===== src/rtl/wash_cycle_controller.sv =====
// Wash program sequencer: lock, fill, detergent, wash, drain, N rinse passes, spin, done.
// Per-state cycle timer drives timed phases and fill/drain timeouts; door-open faults preempt everything.
module wash_cycle_controller #(
  parameter int TW            = 8,
  parameter int DET_CYCLES    = 4,
  parameter int WASH_CYCLES   = 20,
  parameter int RINSE_CYCLES  = 10,
  parameter int SPIN_CYCLES   = 15,
  parameter int FILL_TIMEOUT  = 50,
  parameter int DRAIN_TIMEOUT = 50
) (
  input  logic       clk,
  input  logic       reset,
  input  logic       start,
  input  logic       door_closed,
  input  logic       quick,
  input  logic [1:0] rinses,
  input  logic       water_full,
  input  logic       water_empty,
  input  logic       clear_fault,
  output logic       door_lock,
  output logic       water_valve,
  output logic       detergent_valve,
  output logic       wash_motor,
  output logic       drain_pump,
  output logic       spin_motor,
  output logic       busy,
  output logic       done,
  output logic       error,
  output logic [1:0] err_code,
  output logic [3:0] state_o
);

  typedef enum logic [3:0] {
    S_IDLE        = 4'd0,
    S_LOCK        = 4'd1,
    S_FILL        = 4'd2,
    S_DETERGENT   = 4'd3,
    S_WASH        = 4'd4,
    S_DRAIN       = 4'd5,
    S_RINSE_FILL  = 4'd6,
    S_RINSE       = 4'd7,
    S_RINSE_DRAIN = 4'd8,
    S_SPIN        = 4'd9,
    S_DONE        = 4'd10,
    S_FAULT       = 4'd11
  } state_t;

  localparam int WASH_Q  = ((WASH_CYCLES  >> 1) < 1) ? 1 : (WASH_CYCLES  >> 1);
  localparam int RINSE_Q = ((RINSE_CYCLES >> 1) < 1) ? 1 : (RINSE_CYCLES >> 1);
  localparam int SPIN_Q  = ((SPIN_CYCLES  >> 1) < 1) ? 1 : (SPIN_CYCLES  >> 1);

  // Timer holds cycles already spent in the state, so a phase ends when it reads duration-1.
  localparam logic [TW-1:0] DET_LAST     = TW'(DET_CYCLES - 1);
  localparam logic [TW-1:0] WASH_N_LAST  = TW'(WASH_CYCLES - 1);
  localparam logic [TW-1:0] WASH_Q_LAST  = TW'(WASH_Q - 1);
  localparam logic [TW-1:0] RINSE_N_LAST = TW'(RINSE_CYCLES - 1);
  localparam logic [TW-1:0] RINSE_Q_LAST = TW'(RINSE_Q - 1);
  localparam logic [TW-1:0] SPIN_N_LAST  = TW'(SPIN_CYCLES - 1);
  localparam logic [TW-1:0] SPIN_Q_LAST  = TW'(SPIN_Q - 1);
  localparam logic [TW-1:0] FILL_LAST    = TW'(FILL_TIMEOUT - 1);
  localparam logic [TW-1:0] DRAIN_LAST   = TW'(DRAIN_TIMEOUT - 1);

  state_t          state_q, state_d;
  logic [TW-1:0]   timer_q, timer_d;
  logic [1:0]      rinse_cnt_q, rinse_cnt_d;
  logic            quick_q, quick_d;
  logic [1:0]      err_q, err_d;
  logic [TW-1:0]   wash_last, rinse_last, spin_last;
  logic            in_prog;

  assign wash_last  = quick_q ? WASH_Q_LAST  : WASH_N_LAST;
  assign rinse_last = quick_q ? RINSE_Q_LAST : RINSE_N_LAST;
  assign spin_last  = quick_q ? SPIN_Q_LAST  : SPIN_N_LAST;
  assign in_prog    = (state_q >= S_LOCK) && (state_q <= S_SPIN);

  always_comb begin
    state_d     = state_q;
    rinse_cnt_d = rinse_cnt_q;
    quick_d     = quick_q;
    err_d       = err_q;
    case (state_q)
      S_IDLE: begin
        if (start && door_closed) begin
          state_d     = S_LOCK;
          quick_d     = quick;
          rinse_cnt_d = rinses;
        end
      end
      S_LOCK:      state_d = S_FILL;
      S_FILL, S_RINSE_FILL: begin
        if (water_full) begin
          state_d = (state_q == S_FILL) ? S_DETERGENT : S_RINSE;
        end else if (timer_q == FILL_LAST) begin
          state_d = S_FAULT;
          err_d   = 2'd2;
        end
      end
      S_DETERGENT: if (timer_q == DET_LAST) state_d = S_WASH;
      S_WASH:      if (timer_q == wash_last) state_d = S_DRAIN;
      S_RINSE:     if (timer_q == rinse_last) state_d = S_RINSE_DRAIN;
      S_SPIN:      if (timer_q == spin_last) state_d = S_DONE;
      S_DRAIN, S_RINSE_DRAIN: begin
        if (water_empty) begin
          if (rinse_cnt_q != 2'd0) begin
            state_d     = S_RINSE_FILL;
            rinse_cnt_d = rinse_cnt_q - 2'd1;
          end else begin
            state_d = S_SPIN;
          end
        end else if (timer_q == DRAIN_LAST) begin
          state_d = S_FAULT;
          err_d   = 2'd3;
        end
      end
      S_DONE:      state_d = S_IDLE;
      S_FAULT: begin
        if (clear_fault && water_empty) begin
          state_d = S_IDLE;
          err_d   = 2'd0;
        end
      end
      default:     state_d = S_IDLE;
    endcase

    // An open door overrides any sensor exit or timer expiry decided above.
    if (in_prog && !door_closed) begin
      state_d     = S_FAULT;
      err_d       = 2'd1;
      rinse_cnt_d = rinse_cnt_q;
    end

    if (state_d != state_q) begin
      timer_d = '0;
    end else if (timer_q == '1) begin
      timer_d = timer_q;
    end else begin
      timer_d = timer_q + 1'b1;
    end
  end

  always_ff @(posedge clk) begin
    if (reset) begin
      state_q     <= S_IDLE;
      timer_q     <= '0;
      rinse_cnt_q <= 2'd0;
      quick_q     <= 1'b0;
      err_q       <= 2'd0;
    end else begin
      state_q     <= state_d;
      timer_q     <= timer_d;
      rinse_cnt_q <= rinse_cnt_d;
      quick_q     <= quick_d;
      err_q       <= err_d;
    end
  end

  assign door_lock       = in_prog;
  assign busy            = in_prog;
  assign water_valve     = (state_q == S_FILL) || (state_q == S_RINSE_FILL);
  assign detergent_valve = (state_q == S_DETERGENT);
  assign wash_motor      = (state_q == S_WASH) || (state_q == S_RINSE);
  assign drain_pump      = (state_q == S_DRAIN) || (state_q == S_RINSE_DRAIN) || (state_q == S_FAULT);
  assign spin_motor      = (state_q == S_SPIN);
  assign done            = (state_q == S_DONE);
  assign error           = (state_q == S_FAULT);
  assign err_code        = err_q;
  assign state_o         = state_q;

endmodule


===== config.mk =====
export PLATFORM = sky130hd
export DESIGN_NAME = wash_cycle_controller
export DESIGN_NICKNAME = d
export VERILOG_FILES = /design/src/rtl/wash_cycle_controller.sv
export SDC_FILE = /design/constraint.sdc
export NUM_CORES = 1
export LEC_CHECK = 0
export CAP_MARGIN = 0
export CELL_PAD_IN_SITES_DETAIL_PLACEMENT = 2
export CELL_PAD_IN_SITES_GLOBAL_PLACEMENT = 2
export CORE_MARGIN = 5
export CORE_UTILIZATION = 32
export DETAILED_ROUTE_END_ITERATION = 7
export GPL_TIMING_DRIVEN = 0
export PLACE_DENSITY = 0.86
export SYNTH_ARGS = -nofsm -noshare
export SYNTH_HDL_FRONTEND = slang
export SYNTH_SLANG_ARGS = --single-unit

===== constraint.sdc =====
create_clock -name clk -period 4.7 [get_ports clk]
set_input_delay 0.705 -clock clk [delete_from_list [all_inputs] [get_ports clk]]
set_output_delay 0.705 -clock clk [all_outputs]
set_load 0.02 [all_outputs]

==> run_results.csv <==
group,metric,value,unit
sta,rsz0062_at_grt,"no",
worst_setup_path,path_max_fanout,10,
route,wl_per_cell,19.0,um
power_and_ir_drop,p_sw,0.459,mW
worst_setup_path,critPathMaxStageDelay,700,ps
sta,min_period_over_period,0.653,
global_route,grt_antenna_before_repair,0,
sta,fin_crit,3070,ps
place,postPlaceCellArea,1680,sq um
cts,cts_resized,0,
synth,synth_top_area_frac,0.247,
worst_hold_path,worstHoldPathType,"flop to flop",
cts,tritoncts,"done",
sta,slew_violations,0,
global_route,grtUsageTotal,0.181,
finish,drive_gt1_frac,0.149,
synth,yosysTopAreaCell,"dfxtp_1",
synth,synth_edf_count,0,
sta,slew_headroom,0.416,
sta,worst_pin_slew,872,ps
floorplanning,io_pins,25,
floorplanning,core-area,4090,sq um
power_and_ir_drop,clkPwrFrac,0.123,
worst_setup_path,endpoint_kind,"output port",
finish,regArea,340,sq um
worst_setup_path,path_cells,"clkbuf_1 > nand2b_1 > nor3b_1 > clkdlybuf4s50_1",
global_route,grt_overflow,0,
route,final_antenna_net_count,0,
power_and_ir_drop,internal_power,0.482,mW
sta,worst_hold_slack,516,ps
place,hpwl,3.78,mm
cts,clkTransAtPathRegs,70,ps
floorplanning,initial_core_util,0.337,
place,port_buffers,24,
synth,ys_seq_area_frac,0.247,
place,gp_congestion,0.793,
global_route,grt_first_pass_wirelength,7.78,mm
worst_setup_path,required,3990,ps
finish,stdcell_count,252,
synth,synthTopCellsByArea,"dfxtp_1, nor2_1, nor4_1",
route,routed_wl,4.79,mm
route,first_pass_iters,4,
worst_setup_path,r2r_start,"state_o[1]",
synth,synth_area,1380,sq um
power_and_ir_drop,ir_drop,0.000186,V
finish,nets,217,
worst_setup_path,critical_path_class,"flop to output port",
synth,ys_types,53,
cts,cts-root-buf,"clkbuf_8",
power_and_ir_drop,comb_power_share,0.662,
cts,clock_sinks,17,
synth,ys_async_sr_fraction,0,
synth,synthFlopType,"dfxtp_1",
worst_setup_path,cp_top_family,"buffers and inverters",
sta,max_freq,326,MHz
power_and_ir_drop,leakagePower,0.622,nW
worst_setup_path,crit_arrival,2360,ps
worst_hold_path,holdCritStartpoint,"rinse_cnt_q[1]",
finish,multi_input_area,931,sq um
power_and_ir_drop,switching_share,0.488,
worst_setup_path,slowest_stage,"clkdlybuf4s50_1",
route,via_per_inst,5.73,
sta,tns,0,ps
cts,insertion_delay,260,ps
global_route,grt_pass1_vias,1539,
outcome,status,"completed",
sta,setup_violations,0,
floorplanning,rows,23,
place,placed_cells,248,
sta,setup_ws,1630,ps
cts,cts_buffers,3,
cts,holdBufCountCts,0,
finish,nFillCells,462,
floorplanning,die_x,75.6,um
synth,syn_inst,174,
finish,n_antenna_cell,0,
floorplanning,die_area,5720,sq um
worst_setup_path,critPathLaunchType,"flop",
sta,skew,3.76,ps
place,place_ws,1530,ps
finish,final_core_util,0.423,
finish,fin_area,1730,sq um
worst_setup_path,crit_start,"state_o[3]",
synth,postSynthAreaPerCell,7.92,sq um
synth,synthTopCellsByCount,"dfxtp_1, nor2_1, nand2_1, a21oi_1, nor4_1",
cts,post_cts_buffers,0,
route,drc,0,
power_and_ir_drop,pwr-share-seq,0.215,
power_and_ir_drop,power_density,544,nW/um^2
cts,clk_path_buf_depth,2,
route,vias,1445,
cts,ctsHtreeMaxLevel,1,
synth,syn-num-nets,188,
floorplanning,die_h,75.6,um
global_route,grt_max_degree,12,
worst_setup_path,cp_num_buf_inv,2,
synth,yosys_warnings,0,
sta,hold_viol,0,
finish,synthToLayoutAreaGrowth,25.5,%
synth,yosys_register_bits,17,
job,drv_cap,0,
power_and_ir_drop,power.total,0.941,mW
route,drt_iter0_markers,57,
==> layout make-up <==
type | count | area share
Buffer | 10 | 0.0427
Timing Repair Buffer | 24 | 0.139
Clock buffer | 3 | 0.0239
Clock inverter | 1 | 0.00434
Inverter | 9 | 0.0195
Multi-Input combinational cell | 138 | 0.538
Sequential cell | 17 | 0.197
Tap cell | 50 | 0.0362
==> cells in the final DEF (no fill, tap or decap), types with 3 or more instances in the layout <==
cell type	count
nor3_1	4
o21ai_0	9
nand2b_1	7
a21oi_1	11
buf_6	3
nand3_1	9
nand2_1	14
ha_1	4
nor4_1	10
mux2i_1	5
clkbuf_8	3
and3_2	3
dfxtp_1	17
buf_4	3
inv_1	9
clkdlybuf4s50_1	24
nor2_1	17
==> state kept, by name, summed over array words and instances, names as in the netlist <==
name / cells
state_o: 4
err_code: 2
rinse_cnt_q: 2
timer_q: 8
quick_q: 1
==> worst register-to-register path, stage by stage (launching register included) <==
cell       delay [ps]
dfxtp_1           320
buf_2             190
nor4_1            470
a211oi_1          210
nand2b_1          280
nor3_2            300
a2111oi_2         120
a31oi_1           670
nor4_1            120
==> power groups by stage <==
stage	Combinational, mW	Clock [mW]	Sequential [mW]
2_1_floorplan	0.393	0	0.217
3_3_place_gp	0.596	0	0.201
3_5_place_dp	0.623	0	0.205
4_1_cts	0.627	0.120	0.203
5_1_grt	0.673	0.124	0.207
6_report	0.623	0.115	0.202
==> per-layer routing <==
| layer | global-route usage | wire length, um | vias up |
|---|---|---|---|
| li1 | - | - | 704 |
| met1 | 0.201 | 2010 | 698 |
| met2 | 0.347 | 2490 | 35 |
| met3 | 0.0330 | 188 | 8 |
| met4 | 0.0485 | 99 | 0 |
| met5 | 0 | 0 | - |
==> final timing paths <==
| kind | endpoint | slack, ps | cells after the start |
|---|---|---|---|
| max | spin_motor | 1630 | 4 |
| min | rinse_cnt_q[1] | 520 | 2 |
| max reg2reg | timer_q[7] | 1880 | 8 |
| min reg2reg | rinse_cnt_q[1] | 520 | 2 |
==> logic make-up (layout without fill, tap and decap cells) <==
| logic type | count (synthesis) | after routing | synth area share |
|---|---|---|---|
| AO/OA/AOI/OAI | 42 | 42 | 0.216 |
| XOR/XNOR | 4 | 4 | 0.0390 |
| flip-flops | 17 | 17 | 0.247 |
| adder cells (fa/ha/maj) | 4 | 4 | 0.0363 |
| AND/OR/NAND/NOR | 83 | 83 | 0.348 |
| buffers and inverters | 19 | 47 | 0.0780 |
| multiplexers | 5 | 5 | 0.0363 |
Power figures use the tool's default switching activity.
